### src/rtl/pc_unit_ras_if.sv
// Request/status bundle between the control FSM, the datapath and the PC unit.
// The master drives the next-PC request; the slave (PC unit) returns PC and status.
interface pc_unit_ras_if #(
    parameter int PC_BITS  = 6,
    parameter int CNT_BITS = 3
);
    logic                pc_latch_data;
    logic [2:0]          pc_ctl;
    logic [PC_BITS-1:0]  imm;
    logic [PC_BITS-1:0]  sr1_val;
    logic                clear_flags;
    logic [PC_BITS-1:0]  pc_out;
    logic [CNT_BITS-1:0] ras_count;
    logic                ras_overflow;
    logic                ras_underflow;
    logic                misalign;
    logic                illegal_ctl;

    modport master (
        output pc_latch_data,
        output pc_ctl,
        output imm,
        output sr1_val,
        output clear_flags,
        input  pc_out,
        input  ras_count,
        input  ras_overflow,
        input  ras_underflow,
        input  misalign,
        input  illegal_ctl
    );

    modport slave (
        input  pc_latch_data,
        input  pc_ctl,
        input  imm,
        input  sr1_val,
        input  clear_flags,
        output pc_out,
        output ras_count,
        output ras_overflow,
        output ras_underflow,
        output misalign,
        output illegal_ctl
    );
endinterface

### src/rtl/pc_unit_ras.sv
// Program counter with relative branches, call/return via a circular
// return-address stack, alignment enforcement and sticky fault flags.
module pc_unit_ras #(
    parameter int PC_BITS   = 6,
    parameter int STEP      = 2,
    parameter int RAS_DEPTH = 4,
    parameter int RESET_VEC = 0
) (
    input  logic         clka,
    input  logic         reset,
    pc_unit_ras_if.slave bus
);
    localparam int CW = $clog2(RAS_DEPTH + 1);
    localparam int PW = (RAS_DEPTH > 1) ? $clog2(RAS_DEPTH) : 1;
    localparam logic [PC_BITS-1:0] AMASK  = PC_BITS'(STEP - 1);
    localparam logic [PC_BITS-1:0] STEP_V = PC_BITS'(STEP);
    localparam logic [PC_BITS-1:0] RST_PC = PC_BITS'(RESET_VEC);
    localparam logic [CW-1:0]      FULL   = CW'(RAS_DEPTH);
    localparam logic [PW-1:0]      LAST   = PW'(RAS_DEPTH - 1);

    logic [PC_BITS-1:0] pc;
    logic [PC_BITS-1:0] ras [RAS_DEPTH];
    logic [PW-1:0]      ptr;
    logic [CW-1:0]      cnt;
    logic               ovf;
    logic               unf;
    logic               mis;
    logic               ill;

    logic               is_inc;
    logic               is_rel;
    logic               is_jmp;
    logic               is_call;
    logic               is_ret;
    logic               is_ill;
    logic [PC_BITS-1:0] pc_seq;
    logic [PC_BITS-1:0] tgt_rel;
    logic [PC_BITS-1:0] raw;
    logic [PC_BITS-1:0] pc_next;
    logic [PW-1:0]      ptr_inc;
    logic [PW-1:0]      ptr_dec;
    logic               ras_full;
    logic               ras_empty;
    logic               chk;
    logic               push;
    logic               pop;
    logic               set_ovf;
    logic               set_unf;
    logic               set_mis;
    logic               set_ill;
    logic               upd;

    assign upd = bus.pc_latch_data;

    always_comb begin
        is_inc    = (bus.pc_ctl == 3'b000);
        is_rel    = (bus.pc_ctl == 3'b001);
        is_jmp    = (bus.pc_ctl == 3'b010);
        is_call   = (bus.pc_ctl == 3'b011);
        is_ret    = (bus.pc_ctl == 3'b100);
        is_ill    = bus.pc_ctl[2] & (bus.pc_ctl[1] | bus.pc_ctl[0]);
        pc_seq    = pc + STEP_V;
        tgt_rel   = pc + bus.imm;
        ras_full  = (cnt == FULL);
        ras_empty = (cnt == '0);
        ptr_inc   = (ptr == LAST) ? '0 : ptr + PW'(1);
        ptr_dec   = (ptr == '0) ? LAST : ptr - PW'(1);
        raw       = pc_seq;
        chk       = 1'b0;
        push      = 1'b0;
        pop       = 1'b0;
        set_ovf   = 1'b0;
        set_unf   = 1'b0;
        set_ill   = 1'b0;
        unique case (1'b1)
            is_inc: raw = pc_seq;
            is_rel: begin
                raw = tgt_rel;
                chk = 1'b1;
            end
            is_jmp: begin
                raw = bus.sr1_val;
                chk = 1'b1;
            end
            is_call: begin
                raw     = tgt_rel;
                chk     = 1'b1;
                push    = 1'b1;
                set_ovf = ras_full;
            end
            is_ret: begin
                if (ras_empty) begin
                    set_unf = 1'b1;
                end else begin
                    raw = ras[ptr];
                    pop = 1'b1;
                end
            end
            is_ill: set_ill = 1'b1;
            default: raw = pc_seq;
        endcase
        // inc and return targets are aligned by construction
        set_mis = chk & (|(raw & AMASK));
        pc_next = raw & ~AMASK;
    end

    always_ff @(posedge clka or negedge reset) begin
        if (!reset) begin
            pc  <= RST_PC;
            ptr <= '0;
            cnt <= '0;
        end else if (upd) begin
            pc <= pc_next;
            if (push) begin
                ptr <= ptr_inc;
                if (!ras_full) cnt <= cnt + CW'(1);
            end else if (pop) begin
                ptr <= ptr_dec;
                cnt <= cnt - CW'(1);
            end
        end
    end

    // set beats clear when both land on the same edge
    always_ff @(posedge clka or negedge reset) begin
        if (!reset) begin
            ovf <= 1'b0;
            unf <= 1'b0;
            mis <= 1'b0;
            ill <= 1'b0;
        end else begin
            ovf <= (ovf & ~bus.clear_flags) | (upd & set_ovf);
            unf <= (unf & ~bus.clear_flags) | (upd & set_unf);
            mis <= (mis & ~bus.clear_flags) | (upd & set_mis);
            ill <= (ill & ~bus.clear_flags) | (upd & set_ill);
        end
    end

    always_ff @(posedge clka) begin
        if (upd && push) ras[ptr_inc] <= pc_seq;
    end

    assign bus.pc_out        = pc;
    assign bus.ras_count     = cnt;
    assign bus.ras_overflow  = ovf;
    assign bus.ras_underflow = unf;
    assign bus.misalign      = mis;
    assign bus.illegal_ctl   = ill;
endmodule
### src/flat_wrapper.sv
// flat-port wrapper written by rule: the top's interface ports become plain ports
module pc_unit_ras_flat 
#(
    parameter int PC_BITS   = 6,
    parameter int STEP      = 2,
    parameter int RAS_DEPTH = 4,
    parameter int RESET_VEC = 0
)
  (clka, reset, bus_pc_latch_data, bus_pc_ctl, bus_imm, bus_sr1_val, bus_clear_flags, bus_pc_out, bus_ras_count, bus_ras_overflow, bus_ras_underflow, bus_misalign, bus_illegal_ctl);
  pc_unit_ras_if #(.PC_BITS(PC_BITS)) bus_i ();
  input  logic clka;
  input  logic reset;
  input wire logic [$bits(bus_i.pc_latch_data)-1:0] bus_pc_latch_data;
  input wire logic [$bits(bus_i.pc_ctl)-1:0] bus_pc_ctl;
  input wire logic [$bits(bus_i.imm)-1:0] bus_imm;
  input wire logic [$bits(bus_i.sr1_val)-1:0] bus_sr1_val;
  input wire logic [$bits(bus_i.clear_flags)-1:0] bus_clear_flags;
  output wire logic [$bits(bus_i.pc_out)-1:0] bus_pc_out;
  output wire logic [$bits(bus_i.ras_count)-1:0] bus_ras_count;
  output wire logic [$bits(bus_i.ras_overflow)-1:0] bus_ras_overflow;
  output wire logic [$bits(bus_i.ras_underflow)-1:0] bus_ras_underflow;
  output wire logic [$bits(bus_i.misalign)-1:0] bus_misalign;
  output wire logic [$bits(bus_i.illegal_ctl)-1:0] bus_illegal_ctl;
  assign bus_i.pc_latch_data = bus_pc_latch_data;
  assign bus_i.pc_ctl = bus_pc_ctl;
  assign bus_i.imm = bus_imm;
  assign bus_i.sr1_val = bus_sr1_val;
  assign bus_i.clear_flags = bus_clear_flags;
  assign bus_pc_out = bus_i.pc_out;
  assign bus_ras_count = bus_i.ras_count;
  assign bus_ras_overflow = bus_i.ras_overflow;
  assign bus_ras_underflow = bus_i.ras_underflow;
  assign bus_misalign = bus_i.misalign;
  assign bus_illegal_ctl = bus_i.illegal_ctl;
  pc_unit_ras #(.PC_BITS(PC_BITS), .STEP(STEP), .RAS_DEPTH(RAS_DEPTH), .RESET_VEC(RESET_VEC)) u_core (.clka(clka), .reset(reset), .bus(bus_i));
endmodule
### config.mk
export PLATFORM = sky130hd
export DESIGN_NAME = pc_unit_ras_flat
export DESIGN_NICKNAME = d
export VERILOG_FILES = /design/src/rtl/pc_unit_ras_if.sv /design/src/rtl/pc_unit_ras.sv /design/src/flat_wrapper.sv
export SDC_FILE = /design/constraint.sdc
export NUM_CORES = 1
export LEC_CHECK = 0
export CAP_MARGIN = 20
export CORE_ASPECT_RATIO = 1.75
export CORE_MARGIN = 5
export CORE_UTILIZATION = 35
export DETAILED_ROUTE_END_ITERATION = 8
export GPL_TIMING_DRIVEN = 0
export PLACE_DENSITY = 0.62
export SLEW_MARGIN = 15
export SYNTH_ARGS = -nofsm -noshare
export SYNTH_HDL_FRONTEND = slang
export SYNTH_SLANG_ARGS = --single-unit
### constraint.sdc
create_clock -name clka -period 2.5 [get_ports clka]
set_input_delay 0.5 -clock clka [delete_from_list [all_inputs] [get_ports clka]]
set_output_delay 0.5 -clock clka [all_outputs]
set_load 0.02 [all_outputs]
==> results of run 1 <==
[cells by family after synthesis]
kind of cell / Yosys count
AO/OA/AOI/OAI: 45
flip-flops: 34
AND/OR/NAND/NOR: 31
buffers and inverters: 24
adder cells (fa/ha/maj): 13
XOR/XNOR: 8
multiplexers: 6
other: 1
[power breakdown]
| part | switching (mW) | total (mW) | internal, mW |
|---|---|---|---|
| registers | 0.129 | 0.866 | 0.736 |
| clock network | 0.204 | 0.603 | 0.399 |
| logic | 0.449 | 0.872 | 0.423 |
| total | 0.783 | 2.34 | 1.56 |
[sequential cells by signal, summed over array words and instances (netlist names)]
name                      cells
u_core.ras                   20
u_core.bus.ras_underflow      1
u_core.bus.pc_out             5
u_core.ptr                    2
u_core.bus.ras_count          3
u_core.bus.illegal_ctl        1
u_core.bus.misalign           1
u_core.bus.ras_overflow       1
[area by class of cell]
cell class,instances,area (sq um)
plain buffers,8,73.8
clock buffers,5,68.8
clock inverters,3,68.8
fillers,559,3030
inverters,16,60.1
multi-input cells,104,853
flip-flops and latches,34,951
well taps,76,95.1
repair buffers,29,290
[worst max-delay path, cell delays in order]
cell	delay, ns
clkdlybuf4s50_1	0.40
ha_1	0.20
fa_1	0.40
and3_1	0.20
or3_1	0.37
a311oi_1	0.30
o22ai_1	0.11
nor2b_1	0.11
[path summary, 6_finish.rpt]
| kind | start | end | cells past startpoint |
|---|---|---|---|
| worst max-delay path | bus_imm[1] | u_core.bus.pc_out[5] | 8 |
| worst min-delay path | u_core.bus.ras_underflow | u_core.bus.ras_underflow | 2 |
| worst max register to register | u_core.bus.pc_out[1] | u_core.bus.pc_out[5] | 7 |
| worst min register to register | u_core.bus.ras_underflow | u_core.bus.ras_underflow | 2 |
| max in group asynchronous | reset | u_core.ptr[0] | 1 |
| min in group asynchronous | reset | u_core.bus.pc_out[1] | 1 |
[Yosys cell counts (all sizes together), types with 5 or more instances]
master	count	area, sq um
mux4	5	124
edfxtp	20	601
a21oi	9	45.0
a22oi	5	37.5
inv	16	60.1
nor2	9	41.3
xor2	5	43.8
and3	6	37.5
buf	5	42.5
ha	11	138
o21ai	14	73.8
dfrtp	14	350
[stage by stage]
| step | TNS [ns] | setup slack [ns] | power (mW) | utilization [%] |
|---|---|---|---|---|
| detailed placement | -0.156 | -0.156 | 1.76 | 42.3 |
| CTS | 0 | 0.141 | 2.37 | 44.8 |
| finish | 0 | 0.130 | 2.34 | 44.8 |
| global route | 0 | 0.0123 | 2.49 | 44.8 |
| global placement | -0.147 | -0.147 | 1.75 | 42.3 |
| floorplan | 0 | 0.305 | 1.45 | - |
[metal layers]
metal | part of all wire (%) | up-vias | track usage (%) | wire length, microns
met4 | 1.5 | 0 | 4.65 | 63
met2 | 59 | 18 | 24.2 | 2470
li1 | - | 667 | - | -
met5 | 0 | - | 0 | 0
met3 | 2.7 | 6 | 2.08 | 111
met1 | 37 | 668 | 12.5 | 1530
==> impl_metrics.toml, run 1 <==
[routing]
vias = 1359
viasPerCell = 4.94
wl_mm = 4.18
ant_nets = 0
firstDrtPassIters = 4
first_iter_violations = 61
drc = 0
wl_per_cell_microns = 15.2

[logic_synthesis]
async_flop_share_pct = 41.2
yosys.area_share.simple_pct = 8.84
synth_nets = 194
synth_top_family_by_area = "compound AO/OA/AOI/OAI gates"
synth_area_per_cell_sq_um = 12.0
synthFlopType = "edfxtp_1"
ys.warnings.count = 0
synth_cell_types = 44
synth_fa_ha_area_share_pct = 9.17
synth_edf_count = 20
synth_seq_cells = 34
netlist_area_sq_mm = 0.00194
synthesis.instances = 162
yosysSeqAreaShare_pct = 49.1
synth_xor_area_share_pct = 3.62
synth_compound_area_share_pct = 15.2
synth_mux_area_share_pct = 6.97

[placed_design]
place.gp.congestion = 0.751
io_buffers = 29
dpl_cell_area_sq_mm = 0.00232
hpwl_mm = 3.29
dp.cells = 267

[die]
rows = 36
ios = 32
dieArea_sq_mm = 0.00718
initial_core_util_pct = 35.3
coreArea_sq_mm = 0.00550
die_h_microns = 108
die_w_microns = 66.3

[status]
status = "finished clean"

[cts]
htree_num_levels = 2
cts_root_buffer = "clkbuf_8"
cts_resized = 0
insertion_delay_ns = 0.28
cts_buffers = 5
cts_setup_buffers = 0
path_clk_slew_ns = 0.08
tritoncts = "built"
hold_buffers = 0
cts_max_path_buffers = 2
cts_sinks = 34

[timing]
period_minus_slack_ns = 2.37
rsz0062_at_grt = "false"
worst_pin_slew_ns = 0.717
post-route-period-util_pct = 94.8
hold_slack_ns = 0.516
setup_viol = 0
slew_headroom_pct = 52.1
final-max-slew-violation-count = 0
hold_violations = 0
fmax_mhz = 422
fin_skew_ns = 0.0114

[power_and_ir_drop]
powerDensity_mw_per_mm2 = 951
p_leak_nw = 0.978
vdd_drop_max_v = 0.000422

[grt]
grt_use_total_pct = 12.4
antenna_found_initial = 0
grt-ovfl-total = 0
grt_pass1_wl_mm = 6.76
grt_max_degree = 15
grt_pass1_vias = 1423

[cells_and_area]
drive_above_1_share_pct = 13.1
area.growth.synth_to_final_pct = 27.0
antenna_cells = 0
mostFrequentLayoutCells = "clkdlybuf4s50_1 (29), edfxtp_1 (20), inv_1 (15), dfrtp_1 (14), o21ai_0 (12)"
fin_nets = 230
finalNonFillerCells = 275
fin_area_sq_mm = 0.00246
final_common_cell = "clkdlybuf4s50_1"

[setup_path]
required_ns = 2.72
end_kind = "flop"
cp_max_fo = 2
cp.arrival_ns = 2.59
startpoint_type = "input pin"
crit_type = "input pin to flop"
reg2reg_slack_ns = 0.23

[worst_hold_path]
hold_path_class = "flop to flop"

[flow_run]
cap_violations = 0
(Power assumes the default switching activity.)
==> run 2: changes to the inputs <==
--- a/config.mk
+++ b/config.mk
@@ -9,8 +9,9 @@
 export CORE_ASPECT_RATIO = 1.75
 export CORE_MARGIN = 5
 export CORE_UTILIZATION = 35
+export CTS_BUF_LIST = sky130_fd_sc_hd__clkbuf_8
 export DETAILED_ROUTE_END_ITERATION = 8
-export GPL_TIMING_DRIVEN = 0
+export GPL_TIMING_DRIVEN = 1
 export PLACE_DENSITY = 0.62
 export SLEW_MARGIN = 15
 export SYNTH_ARGS = -nofsm -noshare
==> impl_metrics.toml, run 2 (synthesized netlist as in run 1, its figures left out) <==
[cells_and_area]
regMostFlops = "u_core.ras"
mostFrequentLayoutCells = "clkdlybuf4s50_1 (30), edfxtp_1 (20), inv_1 (15), dfrtp_1 (14), o21ai_0 (12)"
largest_reg_flops = 20
fin_area_sq_mm = 0.00243
final_common_cell = "clkdlybuf4s50_1"
drive_above_1_share_pct = 13.1
area.growth.synth_to_final_pct = 25.2
fin_nets = 230
antenna_cells = 0
finalNonFillerCells = 275
postLayoutCoreUtil_pct = 44.1

[cts]
cts_root_buffer = "clkbuf_8"
cts_max_path_buffers = 2
cts_sinks = 34
insertion_delay_ns = 0.29
cts_buffers = 5
cts_resized = 0
cts_setup_buffers = 0
path_clk_slew_ns = 0.07
hold_buffers = 0
htree_num_levels = 2
tritoncts = "built"

[timing]
fin_skew_ns = 0.00623
slew_headroom_pct = 52.9
hold_slack_ns = 0.528
rsz0062_at_grt = "false"
setup_viol = 0
period_minus_slack_ns = 2.32
fmax_mhz = 432
final-max-slew-violation-count = 0
worst_pin_slew_ns = 0.704
post-route-period-util_pct = 92.6
hold_violations = 0

[die]
initial_core_util_pct = 35.3
coreArea_sq_mm = 0.00550
die_w_microns = 66.3
rows = 36
die_h_microns = 108
dieArea_sq_mm = 0.00718
ios = 32

[routing]
ant_nets = 0
viasPerCell = 4.97
drc = 0
first_iter_violations = 53
firstDrtPassIters = 4
wl_per_cell_microns = 15.5
wl_mm = 4.27
vias = 1367

[placed_design]
place.gp.congestion = 0.774
dpl_cell_area_sq_mm = 0.00231
io_buffers = 30
hpwl_mm = 3.24
dp.cells = 267

[grt]
grt_use_total_pct = 12.8
grt_pass1_wl_mm = 6.81
antenna_found_initial = 0
grt_max_degree = 19
grt-ovfl-total = 0
grt_pass1_vias = 1385

[setup_path]
end_kind = "flop"
critical_path.cell_chain = "clkdlybuf4s50_1 -> ha_1 -> fa_1 -> and3_1 -> or3_1 -> a311oi_1 -> o22ai_1 -> nor2b_1"
reg2reg_slack_ns = 0.40
r2r_end = "u_core.bus.pc_out[5]"
cp_slowest_cell = "clkdlybuf4s50_1"
startpoint_type = "input pin"
worstReg2RegStart = "u_core.bus.pc_out[1]"
slowest_delay_ns = 0.40
cp.arrival_ns = 2.54
required_ns = 2.73
cp_max_fo = 2
crit_type = "input pin to flop"
r2r_cells = 7

[flow_run]
cap_violations = 0

[worst_hold_path]
worstHoldPathCells = 2
hp-start = "u_core.bus.ras_underflow"
hold_path_class = "flop to flop"
min_to = "u_core.bus.ras_underflow"

[power_and_ir_drop]
p_leak_nw = 0.955
vdd_drop_max_v = 0.000335
finalPower_mw = 2.23
powerDensity_mw_per_mm2 = 921

[status]
status = "finished clean"
[run 2: changes by cell type in the layout (fill, tap and decap cells not counted), sizes merged]
| cell | change |
|---|---|
| clkdlybuf4s50 | +1 |
| buf | +2 |
| clkinvlp | +2 |
| clkbuf | -3 |
| clkinv | -1 |
| bufinv | -1 |
[run 2: report_power, final]
group | total (mW) | switching [mW] | leakage [nW] | internal [mW]
sequential | 0.902 | 0.167 | 0.353 | 0.735
combinational | 0.823 | 0.413 | 0.552 | 0.410
clock | 0.509 | 0.212 | 0.0504 | 0.296
[run 2: worst max path at each step]
stage / slack [ns] / from / to
finish: 0.18 / bus_imm[1] / u_core.bus.pc_out[5]
global route: 0.05 / bus_imm[1] / u_core.bus.pc_out[5]
CTS: 0.18 / bus_imm[1] / u_core.bus.pc_out[5]
detailed placement: -0.13 / bus_imm[1] / u_core.bus.pc_out[5]
global placement: -0.09 / bus_imm[1] / u_core.bus.pc_out[5]
floorplan: 0.30 / u_core.bus.pc_out[1] / u_core.bus.pc_out[5]
[run 2: through the flow]
step / setup WS (ns) / TNS (ns)
2_1_floorplan: 0.305 / 0
3_3_place_gp: -0.0850 / -0.0850
3_5_place_dp: -0.132 / -0.132
4_1_cts: 0.182 / 0
5_1_grt: 0.0522 / 0
6_report: 0.185 / 0
[run 2: critical path: cells and delay by family]
family,cells,cell delay (ns)
buffers and inverters,1,0.40
AOI/OAI and AO/OA,2,0.38
and+or+nand+nor,3,0.67
adders and majority gates,2,0.59
[run 2: cell type report]
type	instances	area (sq um)
fillers	541	3070
inverters	16	60.1
clock buffers	5	68.8
multi-input cells	104	853
clock inverters	3	45.0
well taps	76	95.1
repair buffers	37	353
flip-flops and latches	34	951
[run 2: layer usage]
metal  GRT usage (%)  vias up  wire (microns)
li1                -      667               -
met1            12.2      668            1540
met2            25.1       23            2500
met3            1.77        9             127
met4            6.40        0             110
met5               0        -               0
